[config.mk]
export PLATFORM = sky130hd
export DESIGN_NAME = swi_reader
export DESIGN_NICKNAME = d
export VERILOG_FILES = /design/src/rtl/swi_reader.sv
export SDC_FILE = /design/constraint.sdc
export NUM_CORES = 1
export LEC_CHECK = 0
export BUFFER_PORTS_ARGS = -buffer_cell sky130_fd_sc_hd__buf_2
export CAP_MARGIN = 20
export CORE_MARGIN = 5
export CORE_UTILIZATION = 45
export CTS_CLUSTER_SIZE = 40
export DETAILED_ROUTE_END_ITERATION = 16
export PLACE_DENSITY = 0.66
export SETUP_SLACK_MARGIN = 0.1
export SYNTH_ARGS = -nofsm -noshare
export SYNTH_HDL_FRONTEND = slang
export SYNTH_SLANG_ARGS = --single-unit
[constraint.sdc]
create_clock -name clk_2 -period 6 [get_ports clk_2]
set_input_delay 0.3 -clock clk_2 [delete_from_list [all_inputs] [get_ports clk_2]]
set_output_delay 0.3 -clock clk_2 [all_outputs]
set_load 0.05 [all_outputs]
[src/rtl/swi_reader.sv]
// -----------------------------------------------------------------------------
// swi_reader
// Reads a bus of raw mechanical switches, synchronizes and debounces every bit,
// produces per-bit rise/fall pulses and queues one change event at a time in a
// single-entry buffer with a valid/ready handshake and a sticky overflow flag.
//
// Ports
//   clk_2      in   1      single clock, all state updates on its rising edge
//   reset_n    in   1      asynchronous active-low reset
//   SWI        in   NBITS  raw switch levels (asynchronous, may bounce)
//   sw_stable  out  NBITS  debounced switch levels
//   sw_rise    out  NBITS  one-cycle pulse per bit on an accepted 0->1 change
//   sw_fall    out  NBITS  one-cycle pulse per bit on an accepted 1->0 change
//   evt_valid  out  1      change event pending
//   evt_data   out  NBITS  sw_stable snapshot of the pending event
//   evt_ready  in   1      consumer accepts the pending event
//   evt_ovf    out  1      sticky: a pending event was overwritten unaccepted
//   clr_ovf    in   1      synchronous clear of evt_ovf (a new overflow wins)
//   evt_count  out  8      wrapping count of generated change events
// -----------------------------------------------------------------------------
module swi_reader #(
  parameter int NBITS    = 8,
  parameter int DEBOUNCE = 4
) (
  input  logic             clk_2,
  input  logic             reset_n,
  input  logic [NBITS-1:0] SWI,
  output logic [NBITS-1:0] sw_stable,
  output logic [NBITS-1:0] sw_rise,
  output logic [NBITS-1:0] sw_fall,
  output logic             evt_valid,
  output logic [NBITS-1:0] evt_data,
  input  logic             evt_ready,
  output logic             evt_ovf,
  input  logic             clr_ovf,
  output logic [7:0]       evt_count
);

  localparam int              CW       = $clog2(DEBOUNCE + 1);
  localparam logic [CW-1:0]   CNT_LAST = CW'(DEBOUNCE - 1);

  typedef enum logic {
    ST_EMPTY = 1'b0,
    ST_FULL  = 1'b1
  } state_t;

  logic [NBITS-1:0] r_sync1;
  logic [NBITS-1:0] r_sync2;
  logic [CW-1:0]    r_cnt [NBITS];
  logic [NBITS-1:0] r_stable;
  logic [NBITS-1:0] r_rise;
  logic [NBITS-1:0] r_fall;
  state_t           r_state;
  logic [NBITS-1:0] r_evt_data;
  logic             r_ovf;
  logic [7:0]       r_count;

  logic [CW-1:0]    w_cnt_next [NBITS];
  logic [NBITS-1:0] w_next_stable;
  logic             w_evt;
  logic             w_ovf_set;

  // Per-bit debounce decision. A bit is only accepted on the DEBOUNCE-th
  // consecutive mismatching sample; any matching sample restarts the count.
  always_comb begin
    w_next_stable = r_stable;
    for (int i = 0; i < NBITS; i++) begin
      w_cnt_next[i] = '0;
      if (r_sync2[i] != r_stable[i]) begin
        if (r_cnt[i] == CNT_LAST) begin
          w_next_stable[i] = r_sync2[i];
        end else begin
          w_cnt_next[i] = r_cnt[i] + CW'(1);
        end
      end
    end
  end

  // All bits changing on one edge collapse into a single event.
  assign w_evt     = |(w_next_stable ^ r_stable);
  assign w_ovf_set = (r_state == ST_FULL) && w_evt && !evt_ready;

  // Stage: two-flop synchronizer, debounce counters, stable level and pulses.
  always_ff @(posedge clk_2 or negedge reset_n) begin
    if (!reset_n) begin
      r_sync1  <= '0;
      r_sync2  <= '0;
      r_stable <= '0;
      r_rise   <= '0;
      r_fall   <= '0;
      for (int i = 0; i < NBITS; i++) begin
        r_cnt[i] <= '0;
      end
    end else begin
      r_sync1  <= SWI;
      r_sync2  <= r_sync1;
      r_stable <= w_next_stable;
      // Pulses are aligned with the cycle sw_stable first shows the new level.
      r_rise   <= w_next_stable & ~r_stable;
      r_fall   <= ~w_next_stable & r_stable;
      for (int i = 0; i < NBITS; i++) begin
        r_cnt[i] <= w_cnt_next[i];
      end
    end
  end

  // Stage: one-entry event buffer, overflow flag and event counter.
  always_ff @(posedge clk_2 or negedge reset_n) begin
    if (!reset_n) begin
      r_state    <= ST_EMPTY;
      r_evt_data <= '0;
      r_ovf      <= 1'b0;
      r_count    <= '0;
    end else begin
      case (r_state)
        ST_EMPTY: begin
          if (w_evt) begin
            r_evt_data <= w_next_stable;
            r_state    <= ST_FULL;
          end
        end
        ST_FULL: begin
          // A new event always replaces the entry; accepting in the same
          // cycle keeps the buffer full without counting as an overflow.
          if (w_evt) begin
            r_evt_data <= w_next_stable;
          end else if (evt_ready) begin
            r_state <= ST_EMPTY;
          end
        end
        default: r_state <= ST_EMPTY;
      endcase

      // Set has priority over a simultaneous clear.
      if (w_ovf_set) begin
        r_ovf <= 1'b1;
      end else if (clr_ovf) begin
        r_ovf <= 1'b0;
      end

      if (w_evt) begin
        r_count <= r_count + 8'd1;
      end
    end
  end

  assign sw_stable = r_stable;
  assign sw_rise   = r_rise;
  assign sw_fall   = r_fall;
  assign evt_valid = (r_state == ST_FULL);
  assign evt_data  = r_evt_data;
  assign evt_ovf   = r_ovf;
  assign evt_count = r_count;

endmodule

==> metrics.cfg <==
[run]
drv_cap=0

[cts]
cts_root_buffer=clkbuf_8
cts-resized-gates=0
cts_setup_buffers=0
cts_tree=built
clk_latency_ps=340
cts_made_buffers=9
cts_buffer_depth=2
clock-sinks=82
clk_pin_slew_worst_paths_ps=70
cts-htree-levels=3

[cells_and_area]
ff_latch_area_um2=2050
syn_to_final_growth_pct=17.3
drive_above_1_share_pct=24.4
final_common_cell=dfrtp_1
multi_input_area_um2=947
fin_nets=315
fillers=574
diodes=0
final_cell_mix=82 x dfrtp_1, 52 x buf_2, 25 x ha_1

[timing]
final_hold_viol_count=0
max_freq_mhz=345
fin_worst_skew_ps=7.47
drv_slew=0
fin_crit_sh_pct=48.3
layout_min_cycle_time_ps=2900
setup_viol=0
setup_tns_ps=0
worst_pin_slew_ps=408
slew_headroom_pct=72.7
rsz0062_at_grt=no

[setup_path]
worstPathMaxFanout=16
required_ps=6230
arrival_ps=3120
crit_path_max_incr_delay_ps=500
critical_path_class=reg2reg
cp-end-kind=flip-flop
cp_common_cell=ha_1
cp-start-kind=flip-flop
path_cells=ha_1, nor2b_1, mux2i_1, inv_1, ha_1, nand4_2, or2_1, mux2_4
worst_path_max_delay_cell=or2_1

[global_route]
busiest_layer=met2
grt-ovfl-total=0
met1_usage_pct=18.9
grt_use_met2_pct=19.2
grt_pass1_vias=1780
grt_max_degree=83
track_usage_pct=13.8
grt_pass1_wl_mm=9.00
use_met3_pct=4.22
antenna_found_initial=0

[synth]
postSynthCellCount=215
synthFlopType=dfrtp_1
synth.cell_area_um2=3080
ys_seq_area_share_pct=66.6
synth_edf_count=0
avgSynthCellArea_um2=14.3
synthArstFlopShare_pct=100
yosys_warnings=0
synth_fp_nets=252
ys_types=23
ys_ff_latch=82

[min_path]
hp-class=in2reg

[drt]
wl_per_cell_um=14.6
first_pass_iters=4
ant_nets=0
drtIter0Drc=72
drcViolationCount=0
viasPerCell=4.86
routed_wirelength_mm=5.23
num_vias=1743

[die]
core_um2=6720
rows=30
die_h_um=92.8
pin_count=54
die_area_um2=8600
initial_utilization_pct=45.9
die_x_um=92.8

[place]
place_congestion=0.710
io_buffers=53
hpwl_mm=3.71

[outcome]
status=complete, no violations

-- per-layer routing --
metal  vias up  share of wire (%)  wire length [um]
met2        44                 44              2280
met1       843                 48              2500
li1        846                  -                 -
met4         0                2.7               142
met3        10                5.8               305
met5         -                  0                 0
-- flip-flops by register name, indices dropped and copies added (netlist names) --
register	flops
sw_rise	8
evt_data	8
r_sync1	8
evt_ovf	1
evt_count	8
r_cnt	24
sw_fall	8
sw_stable	8
r_sync2	8
evt_valid	1
-- cell type report --
class	count	share of cell area, %
Clock buffer	11	3.91
Clock inverter	1	0.138
Inverter	17	1.77
Multi-Input combinational cell	113	26.2
Sequential cell	82	56.8
Tap cell	80	2.77
Timing Repair Buffer	55	8.45
-- cell usage after synthesis (2+ instances only) --
cell       number  area, um^2
dfrtp_1        82        2050
ha_1           25         313
inv_1          17        63.8
nor3_1         16        80.1
nor3b_1        15         113
xnor2_1        15         131
nor2b_1         9        56.3
a21oi_1         8        40.0
mux2i_1         8        80.1
o2111ai_1       3        26.3
and3_1          2        12.5
clkbuf_1        2        7.51
nand4_2         2        25.0
o211ai_1        2        15.0
-- critical path, delay by kind of cell, from the launching register on --
| kind | cells | cell delay, ps |
|---|---|---|
| adders and majority gates | 2 | 490 |
| muxes | 2 | 710 |
| buffers and inverters | 1 | 100 |
| DFF | 1 | 360 |
| and+or+nand+nor | 3 | 1120 |
-- through the flow --
stage	cells	util [%]	hold WS [ps]	setup WS, ps	instance area, um^2
final	359	53.8	64.1	3100	3610
after global routing	359	53.8	50.7	2860	3610
after CTS	357	53.2	48.7	3100	3580
after detailed placement	345	51.1	336	3110	3430
after global placement	345	51.1	332	3230	3430
after floorplan	215	-	4.41	3710	3080
-- cell families (layout without fill, tap and decap cells) --
| group | Yosys count | after routing | synth area share, % |
|---|---|---|---|
| multiplexers | 9 | 9 | 3.09 |
| XOR/XNOR | 15 | 15 | 4.26 |
| adder cells (fa/ha/maj) | 25 | 25 | 10.2 |
| AO/OA/AOI/OAI | 15 | 15 | 3.00 |
| buffers and inverters | 20 | 84 | 2.68 |
| AND/OR/NAND/NOR | 49 | 49 | 10.2 |
| flip-flops | 82 | 82 | 66.6 |
-- worst paths after layout --
| check | depth (start not counted) | slack, ps | endpoint | from |
|---|---|---|---|---|
| worst min-delay path | 1 | 60 | r_sync1[5]$_DFF_PN0_ | SWI[5] |
| min in group asynchronous | 2 | 390 | r_cnt[4]$_DFF_PN0_ | reset_n |
| worst min register to register | 0 | 350 | r_sync2[3]$_DFF_PN0_ | r_sync1[3]$_DFF_PN0_ |
| worst max-delay path | 8 | 3100 | evt_count[1]$_DFFE_PN0P_ | r_cnt[18]$_DFF_PN0_ |
| worst max register to register | 8 | 3100 | evt_count[1]$_DFFE_PN0P_ | r_cnt[18]$_DFF_PN0_ |
| max in group asynchronous | 3 | 5040 | r_cnt[16]$_DFF_PN0_ | reset_n |
-- what timing repair did --
item | CTS | global route
endpoints found under the hold margin | 0 | 20
hold buffers | 0 | 1
endpoints found under the setup margin | 0 | 0
Power is not shown: default switching activity piles up to over one toggle a cycle in this logic, so the estimate is an artifact.
